==> config.mk <==
export PLATFORM = sky130hd
export DESIGN_NAME = fir_out_monitor
export DESIGN_NICKNAME = d
export VERILOG_FILES = /design/src/rtl/fir_pkg.sv /design/src/rtl/fir_exp_mem.sv /design/src/rtl/fir_out_monitor.sv
export SDC_FILE = /design/constraint.sdc
export NUM_CORES = 1
export LEC_CHECK = 0
export ABC_AREA = 1
export CORE_MARGIN = 5
export CORE_UTILIZATION = 65
export CTS_CLUSTER_DIAMETER = 200
export DETAILED_ROUTE_END_ITERATION = 7
export PLACE_DENSITY = 0.85
export SETUP_SLACK_MARGIN = 0.05
export SYNTH_ARGS = -nofsm -noshare
export SYNTH_HDL_FRONTEND = slang
export SYNTH_SLANG_ARGS = --single-unit
==> constraint.sdc <==
create_clock -name clk -period 12.8 [get_ports clk]
set_input_delay 1.92 -clock clk [delete_from_list [all_inputs] [get_ports clk]]
set_output_delay 1.92 -clock clk [all_outputs]
set_load 0.005 [all_outputs]
==> src/rtl/fir_pkg.sv <==
// rtl/fir_pkg.sv - shared widths, monitor states and the wide absolute-difference helper
package fir_pkg;

  localparam int NB    = 12;
  localparam int N     = 10;
  localparam int DEPTH = 20;

  typedef enum logic [1:0] {
    ST_IDLE,
    ST_RUN,
    ST_DONE
  } state_e;

  // One extra bit keeps |a-b| exact even for full-scale opposite-sign operands.
  function automatic logic [NB:0] abs_diff(input logic signed [NB-1:0] a,
                                           input logic signed [NB-1:0] b);
    logic signed [NB:0] d;
    logic [NB:0]        r;
    d = {a[NB-1], a} - {b[NB-1], b};
    r = d;
    if (d[NB]) r = -d;
    return r;
  endfunction

endpackage

==> src/rtl/fir_exp_mem.sv <==
// rtl/fir_exp_mem.sv - expected-sample table, one write port and one asynchronous read port
module fir_exp_mem #(
  parameter int NB    = 12,
  parameter int DEPTH = 20,
  parameter int AW    = 5
) (
  input  logic          clk,
  input  logic          wr_en,
  input  logic [AW-1:0] wr_addr,
  input  logic [NB-1:0] wr_data,
  input  logic [AW-1:0] rd_addr,
  output logic [NB-1:0] rd_data
);
  import fir_pkg::*;

  localparam logic [AW-1:0] LAST_ADDR = AW'(DEPTH - 1);

  logic [NB-1:0] mem_q [DEPTH];

  // The table is deliberately left without reset so a monitor reset keeps it.
  always_ff @(posedge clk) begin
    if (wr_en && (wr_addr <= LAST_ADDR)) begin
      mem_q[wr_addr] <= wr_data;
    end
  end

  always_comb begin
    rd_data = '0;
    if (rd_addr <= LAST_ADDR) rd_data = mem_q[rd_addr];
  end

endmodule

==> src/rtl/fir_out_monitor.sv <==
// rtl/fir_out_monitor.sv - checks the filter output stream against a tolerance-based expected table
module fir_out_monitor #(
  parameter int NB    = fir_pkg::NB,
  parameter int DEPTH = fir_pkg::DEPTH,
  parameter int AW    = 5,
  parameter int CW    = 8
) (
  input  logic          clk,
  input  logic          rst_n,
  input  logic [NB-1:0] DOUT,
  input  logic          VOUT,
  input  logic          EXP_WE,
  input  logic [AW-1:0] EXP_ADDR,
  input  logic [NB-1:0] EXP_DATA,
  input  logic [NB-1:0] TOL,
  input  logic          START,
  output logic          BUSY,
  output logic          DONE,
  output logic          PASS,
  output logic [CW-1:0] ERR_CNT,
  output logic [AW-1:0] FIRST_ERR_IDX,
  output logic          FIRST_ERR_VLD
);
  import fir_pkg::*;

  localparam logic [AW-1:0] LAST_IDX = AW'(DEPTH - 1);
  localparam logic [CW-1:0] ERR_MAX  = '1;

  state_e        state_q, state_d;
  logic [AW-1:0] idx_q, idx_d;
  logic [CW-1:0] err_cnt_q, err_cnt_d;
  logic [AW-1:0] first_idx_q, first_idx_d;
  logic          first_vld_q, first_vld_d;
  logic          pass_q, pass_d;
  logic          busy_q, busy_d;
  logic          done_q, done_d;

  logic          wr_en;
  logic [NB-1:0] exp_rd;
  logic [NB:0]   adiff;
  logic          mism;

  assign wr_en = EXP_WE && (state_q != ST_RUN);

  fir_exp_mem #(
    .NB   (NB),
    .DEPTH(DEPTH),
    .AW   (AW)
  ) u_exp_mem (
    .clk    (clk),
    .wr_en  (wr_en),
    .wr_addr(EXP_ADDR),
    .wr_data(EXP_DATA),
    .rd_addr(idx_q),
    .rd_data(exp_rd)
  );

  assign adiff = abs_diff(DOUT, exp_rd);
  assign mism  = adiff > {1'b0, TOL};

  always_comb begin
    state_d     = state_q;
    idx_d       = idx_q;
    err_cnt_d   = err_cnt_q;
    first_idx_d = first_idx_q;
    first_vld_d = first_vld_q;
    pass_d      = pass_q;
    case (state_q)
      ST_IDLE, ST_DONE: begin
        if (START) begin
          state_d     = ST_RUN;
          idx_d       = '0;
          err_cnt_d   = '0;
          first_idx_d = '0;
          first_vld_d = 1'b0;
          pass_d      = 1'b0;
        end
      end
      ST_RUN: begin
        if (VOUT) begin
          if (mism) begin
            if (err_cnt_q != ERR_MAX) err_cnt_d = err_cnt_q + 1'b1;
            if (!first_vld_q) begin
              first_idx_d = idx_q;
              first_vld_d = 1'b1;
            end
          end
          // idx parks on the last entry so the read port never leaves the table.
          if (idx_q == LAST_IDX) begin
            state_d = ST_DONE;
            pass_d  = (err_cnt_d == '0);
          end else begin
            idx_d = idx_q + 1'b1;
          end
        end
      end
      default: state_d = ST_IDLE;
    endcase
    busy_d = (state_d == ST_RUN);
    done_d = (state_d == ST_DONE);
  end

  always_ff @(posedge clk or negedge rst_n) begin
    if (!rst_n) begin
      state_q     <= ST_IDLE;
      idx_q       <= '0;
      err_cnt_q   <= '0;
      first_idx_q <= '0;
      first_vld_q <= 1'b0;
      pass_q      <= 1'b0;
      busy_q      <= 1'b0;
      done_q      <= 1'b0;
    end else begin
      state_q     <= state_d;
      idx_q       <= idx_d;
      err_cnt_q   <= err_cnt_d;
      first_idx_q <= first_idx_d;
      first_vld_q <= first_vld_d;
      pass_q      <= pass_d;
      busy_q      <= busy_d;
      done_q      <= done_d;
    end
  end

  assign BUSY          = busy_q;
  assign DONE          = done_q;
  assign PASS          = pass_q;
  assign ERR_CNT       = err_cnt_q;
  assign FIRST_ERR_IDX = first_idx_q;
  assign FIRST_ERR_VLD = first_vld_q;

endmodule

## Word-level counts from Yosys, hierarchy flattened

Memories as Yosys holds them, arrays and structs flattened.
Cells that the tools add are included.
Widths: inputs -> output; s select.

- Add/subtract/negate cells: 4
- Order comparisons: 3
- Reduce and logical (&&, ||, !) cells: 11
- Equal/unequal tests: 13
- Multiplexer cells: 30

Operators with widths:

| operator | count |
|---|---|
| $mux 8 | 6 |
| $mux 5 | 6 |
| $pmux 5 s2 | 2 |
| $pmux 8 s2 | 1 |
| $gt 13x12->1 | 1 |
| $mux 13 | 1 |
| $neg 13->13 | 1 |
| $sub 12x12->13 | 1 |
| $mux 12 | 1 |
| $ne 2x2->1 const B | 6 |
| $reduce_and 4->1 | 3 |
| $le 5x5->1 const B | 2 |
| $add 8x1->8 const B | 1 |
| $logic_not 8->1 | 1 |
| $ne 8x8->1 const B | 1 |
| $mux 1 | 7 |
| $mux 2 | 3 |
| $add 5x1->5 const B | 1 |
| $eq 5x5->1 const B | 1 |
| $reduce_and 5->1 | 1 |
| $eq 2x1->1 const B | 2 |
| $eq 2x2->1 const B | 2 |
| $pmux 1 s2 | 2 |
| $pmux 2 s2 | 1 |
| other kinds (6) | 7 |

- Bits in registers: 24
- Output and inout port bits: 17
- Memories kept: 1
- RAM bits: 240
- Input bits: 46
- Word-level logic and storage cells: 70

Memory list:

| memory | words | width | read ports | clocked after Yosys merged registers in | write ports | line | source |
|---|---|---|---|---|---|---|---|
| u_exp_mem.mem_q | 20 | 12 | 1 | 0 | 1 | fir_exp_mem.sv:18 | `logic [NB-1:0] mem_q [DEPTH];` |

## Longest topological paths before layout

Gate-level depths: netlist of run 1.

- Word-level depth: 13
- Gate-level depth with buffers: 42
- Gate-level depth less buffers: 40

## Hierarchy

A second synthesis of run 1 with hierarchy kept.

- Cells, all modules: 1357
- Area, all modules: 12931.2 um^2

By module, submodules not included:

| module | instances | seq. area each (um^2) | cells each | area each (um^2) |
|---|---|---|---|---|
| fir_exp_mem | 1 | 7206.9 | 932 | 10164.7 |
| fir_out_monitor | 1 | 600.6 | 425 | 2766.4 |

## Worst setup path after synthesis of run 1

No wires, ideal clock.

- Path type: in2reg
- Start: input DOUT[0]
- End: register first_idx_q[0] (netlist: FIRST_ERR_IDX[0])
- Stages: 29
- Data required time: 12.682 ns
- Buffers on the path: 0
- Library setup time: 0.118 ns
- Arrival time: 5.036 ns
- Setup slack: 7.646 ns
- Path through: inv_1 > ha_1 > inv_1 > fa_1 > inv_1 > ha_1 > inv_1 > nor2_1 > nand3_1 > nor2_2 > nand3_2 > o21ai_0 > xnor2_1 > ha_1 > nand2_1 > nor2_1 > nand2_1 > nand2_1 > nand2_1 > nand2_1 > nand2_1 > nand2_1 > nand2_2 > nand2_4 > nand2_4 > o21ai_4 > inv_2 > nand2_1 > nand2_1

- Cells in the longest elaborated chain, start to end: 6

RTL lines:

| element | line | source |
|---|---|---|
| start, declared | fir_out_monitor.sv:10 | `input logic [NB-1:0] DOUT,` |
| $sub 12x12->13 (*) | fir_pkg.sv:19 | `d = {a[NB-1], a} - {b[NB-1], b};` |
| $neg 13->13 | fir_pkg.sv:21 | `if (d[NB]) r = -d;` |
| $mux 13 (*) | fir_pkg.sv:21 |  |
| $gt 13x12->1 (*) | fir_out_monitor.sv:59 | `assign mism = adiff > {1'b0, TOL};` |
| $ne 2x2->1 (no line) (*) | n/a |  |
| $reduce_and 5->1 (no line) (*) | n/a |  |
| end signal, assigned | fir_out_monitor.sv:117 | `first_idx_q <= first_idx_d;` |
| end, declared | fir_out_monitor.sv:32 | `logic [AW-1:0] first_idx_q, first_idx_d;` |

Every way passes the cells marked *; elsewhere a longest branch is shown, timed or not.
A chain may end at the register's enable or synchronous reset.

## Final worst setup path of run 1

- Start: register idx_q[0]
- End: register first_idx_q[4] (netlist: FIRST_ERR_IDX[4])

- Cells in the longest elaborated chain, start to end: 8
- Elaborated cells on any way between the ends: 9
- Those cells by class: 2 x add/sub; 2 x order compare; 1 x eq/ne; 2 x mux; 1 x reduce/logical; 1 x memory

RTL lines:

| element | line | source |
|---|---|---|
| start, declared | fir_out_monitor.sv:30 | `logic [AW-1:0] idx_q, idx_d;` |
| start signal, assigned | fir_out_monitor.sv:115 | `idx_q <= idx_d;` |
| $mem_v2 20x12 or $le 5x5->1 (tied branches) | n/a |  |
| $mux 12 (*) | fir_exp_mem.sv:29 | `if (rd_addr <= LAST_ADDR) rd_data = mem_q[rd_addr];` |
| $sub 12x12->13 (*) | fir_pkg.sv:19 |  |
| $neg 13->13 | fir_pkg.sv:21 |  |
| $mux 13 (*) | fir_pkg.sv:21 |  |
| $gt 13x12->1 (*) | fir_out_monitor.sv:59 |  |
| $ne 2x2->1 (no line) (*) | n/a |  |
| $reduce_and 5->1 (no line) (*) | n/a |  |

Marked as above.

==> summary.md, run 1 <==
| Metric | Value |
|---|---|
| Final critical-path share of the clock period | `just under 50%` |
| Int Power | `slightly above 2000 uW` |
| Yosys reg bits | `264` |
| Syn Nets | `about 1200` |
| Setup WS pre-CTS | `6640 ps` |
| Placer Congestion | `~0.9` |
| Cell area power density | `270 mW/mm^2` |
| Status | `finished, final reports clean` |
| Worst setup EP type | `flop` |
| Worst r2r src | `idx_q[0]` |
| Leakage | `0.00512 uW` |
| Nets@finish | `between 1000 and 1500` |
| Setup Crit Path Kind | `reg2reg` |
| Final setup vio count | `0` |
| Num rows | `49` |
| Chip width | `approximately 150 um` |
| Area grow syn2layout | `13.8%` |
| Ys flop type | `edfxtp_1` |
| Async S/R FF share, synth | `9.09%` |
| Hold path depth | `2` |
| Max_slew headroom | `13.8%` |
| Worst setup margin | `about 6500 ps` |
| Worst hold start | `FIRST_ERR_IDX[3]` |
| Clock network fraction of total power | `18.9%` |
| Num ports | `63` |
| Critical path data arrival time | `approximately 6700 ps` |
| DR iter-0 viols | `roughly 1100` |
| Mean Syn Cell Area | `10.7 sq um` |
| H-tree levels | `1` |
| Final WL | `29200 um` |
| Final min period | `~6300 ps` |
| Initial antenna violation count | `1` |
| Post-CTS Setup Repair Bufs | `0` |
| Crit-path slowest cell | `buf_4` |
| Required @ worst endpoint | `13210 ps` |
| RR Endpoint | `FIRST_ERR_IDX[4]` |
| Post-synth EDFFs | `240` |
| Fin. Hold Viols | `0` |
| Antenna Nets Post-Route | `0` |
| Synthesized area | `0.0120 sq mm` |
| CTS Sinks | `around 260` |
| TritonRoute pass-1 iters | `6` |
| Share of cells above drive strength 1 | `6.58%` |
| Total power | `approximately 3700 uW` |
| Vias | `8861` |
| Clk_skew | `9.36 ps` |
| DR vias/cell | `approximately 6.2` |
| CP startpoint kind | `flop` |
| Vias in the first global route | `between 8000 and 9000` |
| R2r setup slk | `6470 ps` |
| Starting density of the core | `between 60% and 70%` |
| RSZ-0062 raised after global routing | `false` |
| Avg WL per Cell | `roughly 20 um` |
| CTS Hold Bufs | `0` |
| Post_cts resized | `0` |
| Min-Delay Path Class | `reg2reg` |
| Logic pwr share | `53.4%` |
| Largest net degree at the start of global routing | `between 90 and 100` |
| Number of distinct library cells after synthesis | `36` |
| CTS Buf Count | `26` |
| CTS tree | `done` |
| Cells after Synth | `1120` |
| Residual DRC | `0` |
| YS warnings | `0` |
| Global-route wire length before repair | `45400 um` |
| Sw Share | `44.4%` |
| Seq/Total Area, Yosys | `64.9%` |
| Placed instance area | `0.0129 sq mm` |
| Gr usage total | `26.7%` |
| DP HPWL | `17800 um` |
| Buffers on Ports | `62` |
| Switching pwr | `1640 uW` |
| Max Clock Freq | `158 MHz` |
| Slew Limit Fails | `0` |
| Core region area | `0.0181 sq mm` |
| Peak supply drop | `0.164 mV` |
| Global route total overflow | `0` |
| Ant. Diodes | `0` |
| Die Area | `around 0.021 sq mm` |
| Slew at the pin closest to its max-slew limit | `1290 ps` |
| Later-pin clock latency in the skew report | `530 ps` |
| R2R cell count | `36` |
| Smallest hold slack | `489 ps` |
| Most frequent CP cell | `nand2_1` |
| Final TNS setup | `0 ps` |
| Clk slew on worst S/H paths | `60 ps` |
| Max clock buf depth | `3` |
| Flop pwr share | `27.7%` |
| Root buffer cell | `clkbuf_16` |
| Slowest stage delay, CP | `between 700 and 800 ps` |
| Hold EP | `FIRST_ERR_IDX[3]` |
| Final Cell Area | `0.0137 sq mm` |
| Max Cap Violations | `0` |
| Die height | `146 um` |
| Crit Path Max Fanout | `86` |
[critical path: cells and delay by family (launching register included)]
kind                     cells  cell delay [ps]
AND/OR/NAND/NOR             22             1940
XOR/XNOR                     1              160
adder cells (fa/ha/maj)      2              680
AO/OA/AOI/OAI                5             1150
flip-flops                   1              630
buffers and inverters        6             1600
[how the worst max path moves through the flow]
stage                     startpoint                to  depth (start not counted)  slack (ps)
after floorplan              DOUT[0]  FIRST_ERR_IDX[0]                         29        7650
after CTS                   idx_q[0]  FIRST_ERR_IDX[4]                         36        6570
final                       idx_q[0]  FIRST_ERR_IDX[4]                         36        6470
after global placement       DOUT[0]  FIRST_ERR_IDX[1]                         30        6800
after global routing        idx_q[0]              PASS                         37        5900
after detailed placement    idx_q[0]  FIRST_ERR_IDX[4]                         35        6640
[synth_stat cells (2+ instances only)]
master / number / area (sq um)
buf_1: 2 / 7.51
nand2_1: 169 / 634
nor2_4: 3 / 33.8
clkbuf_1: 43 / 161
xnor2_1: 6 / 52.6
nor3_1: 6 / 30.0
o21ai_0: 135 / 676
nand2_2: 8 / 50.1
a22o_1: 4 / 35.0
xor2_1: 11 / 96.3
edfxtp_1: 240 / 7210
o211ai_1: 2 / 15.0
inv_2: 2 / 7.51
nand4_1: 12 / 75.1
nand3_2: 3 / 30.0
inv_1: 96 / 360
nor2_1: 174 / 653
nand2_4: 2 / 22.5
ha_1: 27 / 338
a41oi_1: 8 / 70.1
nand3_1: 33 / 165
nor4_1: 3 / 18.8
dfrtp_1: 24 / 601
nor2_2: 3 / 18.8
a21oi_1: 25 / 125
a221oi_1: 3 / 26.3
o22ai_1: 67 / 419
[power groups by stage]
| stage | clock network, uW | logic (uW) | registers, uW |
|---|---|---|---|
| global placement | 0 | 1870 | 1040 |
| floorplan | 0 | 1480 | 1010 |
| finish | 698 | 1970 | 1020 |
| CTS | 701 | 1950 | 1020 |
| global route | 739 | 2220 | 1030 |
| detailed placement | 0 | 1930 | 1040 |
[placed cells by master, fill, tap and decap left out, types with 4 or more instances in the layout]
cell type,n
clkdlybuf4s50_1,62
clkinv_1,7
ha_1,27
o21ai_0,135
a22o_1,4
nand3_1,33
nand2_1,169
xor2_1,11
nand2_2,8
xnor2_1,6
dfrtp_1,23
a21oi_1,25
buf_4,20
nor3_1,6
inv_1,95
edfxtp_1,240
nor2_1,174
a41oi_1,8
o22ai_1,67
nand4_1,12
clkbuf_16,26
clkbuf_1,4
[kinds of logic (layout without fill, tap and decap cells)]
family | after synthesis | after routing | synth area share [%]
flip-flops | 264 | 264 | 64.9
buffers and inverters | 144 | 225 | 4.49
AO/OA/AOI/OAI | 248 | 248 | 11.7
XOR/XNOR | 17 | 17 | 1.24
AND/OR/NAND/NOR | 418 | 418 | 14.6
adder cells (fa/ha/maj) | 28 | 28 | 2.98
multiplexers | 1 | 1 | 0.0832
[cell type report]
type                    instances  area, sq um
multi-input cells             712         3680
fillers                      1121         4400
clock buffers                  30          666
inverters                      99          372
well taps                     229          287
flip-flops and latches        264         7810
clock inverters                14          105
repair buffers                 82          771
[sequential cells by signal, summed over array words and instances (netlist names)]
signal           cells
BUSY                 1
DONE                 1
ERR_CNT              8
FIRST_ERR_IDX        5
FIRST_ERR_VLD        1
PASS                 1
idx_q                5
state_q              2
u_exp_mem.mem_q    240
[layer usage]
layer / share of wire, % / track usage [%] / vias up / routed length [um]
li1: - / - / 4070 / -
met3: 10 / 4.68 / 66 / 2920
met1: 38 / 35.0 / 4147 / 11000
met5: 0.065 / 0 / - / 19
met2: 50 / 46.4 / 576 / 14600
met4: 2.4 / 7.71 / 2 / 706
[per-stage QoR]
| stage | cells | util (%) |
|---|---|---|
| global placement | 1386 | 71.4 |
| floorplan | 1120 | - |
| global route | 1430 | 75.7 |
| finish | 1430 | 75.7 |
| CTS | 1430 | 75.7 |
| detailed placement | 1386 | 71.4 |
No activity file was read; power rests on OpenSTA's default activity.
==> run 2, diff against run 1 <==
CORE_UTILIZATION = 54   (was 65)
PLACE_DENSITY = 0.76   (was 0.85)
clock period = 5.7 ns   (was 12.8 ns; I/O delays follow)
==> summary.md, run 2 (synthesis results as in run 1) <==
| Metric | Value |
|---|---|
| CTS Sinks | `264 (unchanged)` |
| Leakage | `0.00522 uW (+2.0%)` |
| Worst hold start | `PASS` |
| Max_slew headroom | `13.8% (+0.028 points)` |
| Clock network fraction of total power | `19.3% (+0.4 points)` |
| Required @ worst endpoint | `6110 ps (-7100 ps)` |
| DR vias/cell | `5.77 (-6.9%)` |
| Core region area | `0.0219 sq mm (+21%)` |
| Max reg flops | `240 (unchanged)` |
| Final setup vio count | `0 (unchanged)` |
| Slew Limit Fails | `0 (unchanged)` |
| Die height | `159 um (+9.1%)` |
| FF+latch area | `0.00781 sq mm (unchanged)` |
| Largest net degree at the start of global routing | `69 (-27%)` |
| DP HPWL | `18300 um (+3.0%)` |
| Area grow syn2layout | `16.3%` |
| Logic pwr share | `54.0% (+0.6 points)` |
| Critical path data arrival time | `5580 ps (-1160 ps)` |
| RR Endpoint | `FIRST_ERR_IDX[0]` |
| CTS tree | `done` |
| Status | `finished, final reports clean` |
| Residual DRC | `0 (unchanged)` |
| Final critical-path share of the clock period | `90.6% (+41 points)` |
| Ant. Diodes | `0 (unchanged)` |
| Min-Delay Path Class | `reg2reg` |
| Crit-path slowest cell | `dfrtp_4` |
| Total power | `8480 uW (+130%)` |
| Gr usage total | `21.6% (-5.1 points)` |
| Num ports | `63 (unchanged)` |
| Final TNS setup | `0 ps (unchanged)` |
| Fin. Hold Viols | `0 (unchanged)` |
| Worst r2r src | `idx_q[0]` |
| Vias in the first global route | `8437 (-0.53%)` |
| Peak supply drop | `0.348 mV (+110%)` |
| Max Clock Freq | `194 MHz (+23%)` |
| Most flop-heavy register | `u_exp_mem.mem_q` |
| Slew at the pin closest to its max-slew limit | `1290 ps (-0.422 ps)` |
| Later-pin clock latency in the skew report | `540 ps (about the same)` |
| Int Power | `4780 uW (+130%)` |
| Crit Path Max Fanout | `11 (-87%)` |
| Antenna Nets Post-Route | `0 (unchanged)` |
| CP startpoint kind | `flop` |
| Hold path depth | `2 (unchanged)` |
| Hold EP | `PASS` |
| CTS Buf Count | `25 (-3.8%)` |
| Setup Crit Path Kind | `reg2reg` |
| Buffers on Ports | `62 (unchanged)` |
| Flop pwr share | `26.7% (-1.0 points)` |
| R2R cell count | `37 (+2.8%)` |
| Root buffer cell | `clkbuf_16` |
| Global route total overflow | `0 (unchanged)` |
| Slowest stage delay, CP | `530 ps (-210 ps)` |
| Crit path from | `idx_q[0]` |
| Starting density of the core | `54.9% (-12 points)` |
| Max Cap Violations | `0 (unchanged)` |
| Fillers | `1668 (+49%)` |
| Nets@finish | `1270 (+0.87%)` |
| Most common cell after layout, fill and taps aside | `edfxtp_1` |
| Non-Filler Instances | `1495 (+4.5%)` |
| Vias | `8621 (-2.7%)` |
| Switching pwr | `3700 uW (+130%)` |
| Clk slew on worst S/H paths | `70 ps (about the same)` |
| Max clock buf depth | `3 (unchanged)` |
| Num rows | `54 (+10%)` |
| Share of cells above drive strength 1 | `8.15% (+1.6 points)` |
| CTS Hold Bufs | `0 (unchanged)` |
| Most frequent cells in the layout | `edfxtp_1 (240), nor2_1 (174), nand2_1 (169)` |
| RSZ-0062 raised after global routing | `false` |
| Avg WL per Cell | `18.8 um (-7.8%)` |
| Clk_skew | `16.5 ps (+7.11 ps)` |
| Die Area | `0.0254 sq mm (+19%)` |
| Smallest hold slack | `506 ps (+17.0 ps)` |
| H-tree levels | `1 (unchanged)` |
| Sw Share | `43.6% (-0.79 points)` |
| Global-route wire length before repair | `44900 um (-0.91%)` |
| Placer Congestion | `0.924 (+0.93%)` |
| Cell area power density | `606 mW/mm^2 (+120%)` |
| DR iter-0 viols | `883 (-22%)` |
| R2r setup slk | `540 ps (-5930 ps)` |
| Final min period | `5160 ps (-1170 ps)` |
| Final WL | `28100 um (-3.6%)` |
| Multi-input logic area | `0.00371 sq mm (+0.82%)` |
| Chip width | `159 um (+9.1%)` |
| Worst setup EP type | `flop` |
| TritonRoute pass-1 iters | `5 (-1)` |
| Dpl cells | `1446 (+4.3%)` |
| Most frequent CP cell | `nand2_1` |
| Initial antenna violation count | `0 (-1)` |
-- run 2: what timing repair did --
| action | in CTS | in global routing |
|---|---|---|
| setup endpoints to repair | 0 | 15 |
| setup buffers | 0 | 2 |
| hold endpoints to repair | 0 | 0 |
| gates resized for setup | 0 | 16 |
-- run 2: power by group through the flow --
| stage | Sequential, uW | Clock, uW | Combinational (uW) |
|---|---|---|---|
| after detailed placement | 2310 | 0 | 4450 |
| after global routing | 2270 | 1750 | 5210 |
| after global placement | 2310 | 0 | 4330 |
| final | 2260 | 1640 | 4580 |
| after CTS | 2270 | 1660 | 4470 |
| after floorplan | 2280 | 0 | 3330 |
-- run 2: critical path: cells and delay by family, from the launching register on --
family | cells | cell delay [ps]
adder cells (fa/ha/maj) | 2 | 560
AO/OA/AOI/OAI | 6 | 1200
flip-flops | 1 | 530
buffers and inverters | 6 | 680
AND/OR/NAND/NOR | 22 | 1930
XOR/XNOR | 1 | 150
-- run 2: worst max path at each step --
| stage | endpoint | depth (start not counted) | slack [ps] |
|---|---|---|---|
| 3_3_place_gp | PASS | 37 | 280 |
| 2_1_floorplan | FIRST_ERR_IDX[0] | 36 | 1020 |
| 5_1_grt | FIRST_ERR_IDX[0] | 38 | 70 |
| 4_1_cts | FIRST_ERR_IDX[0] | 35 | 140 |
| 3_5_place_dp | FIRST_ERR_IDX[4] | 35 | 150 |
| 6_report | FIRST_ERR_IDX[0] | 37 | 540 |
-- run 2: cell type report --
| cell class | instances | area share (%) |
|---|---|---|
| Clock buffer | 29 | 4.58 |
| Clock inverter | 17 | 1.18 |
| Inverter | 99 | 2.71 |
| Multi-Input combinational cell | 712 | 26.5 |
| Sequential cell | 264 | 55.9 |
| Tap cell | 280 | 2.51 |
| Timing Repair Buffer | 94 | 6.65 |
-- run 2: through the flow --
stage	cell area, sq um	worst slack, ps	util, %
floorplan	12000	1020	-
global placement	13100	280	59.7
detailed placement	13100	149	59.7
CTS	13900	137	63.4
global route	14000	67.3	63.9
finish	14000	538	63.9
-- run 2: metal layers --
layer  wire length [um]  GRT usage, %
met2              13900          36.5
met4                498          5.43
met5                  0             0
met3               2360          3.68
met1              11400          29.4
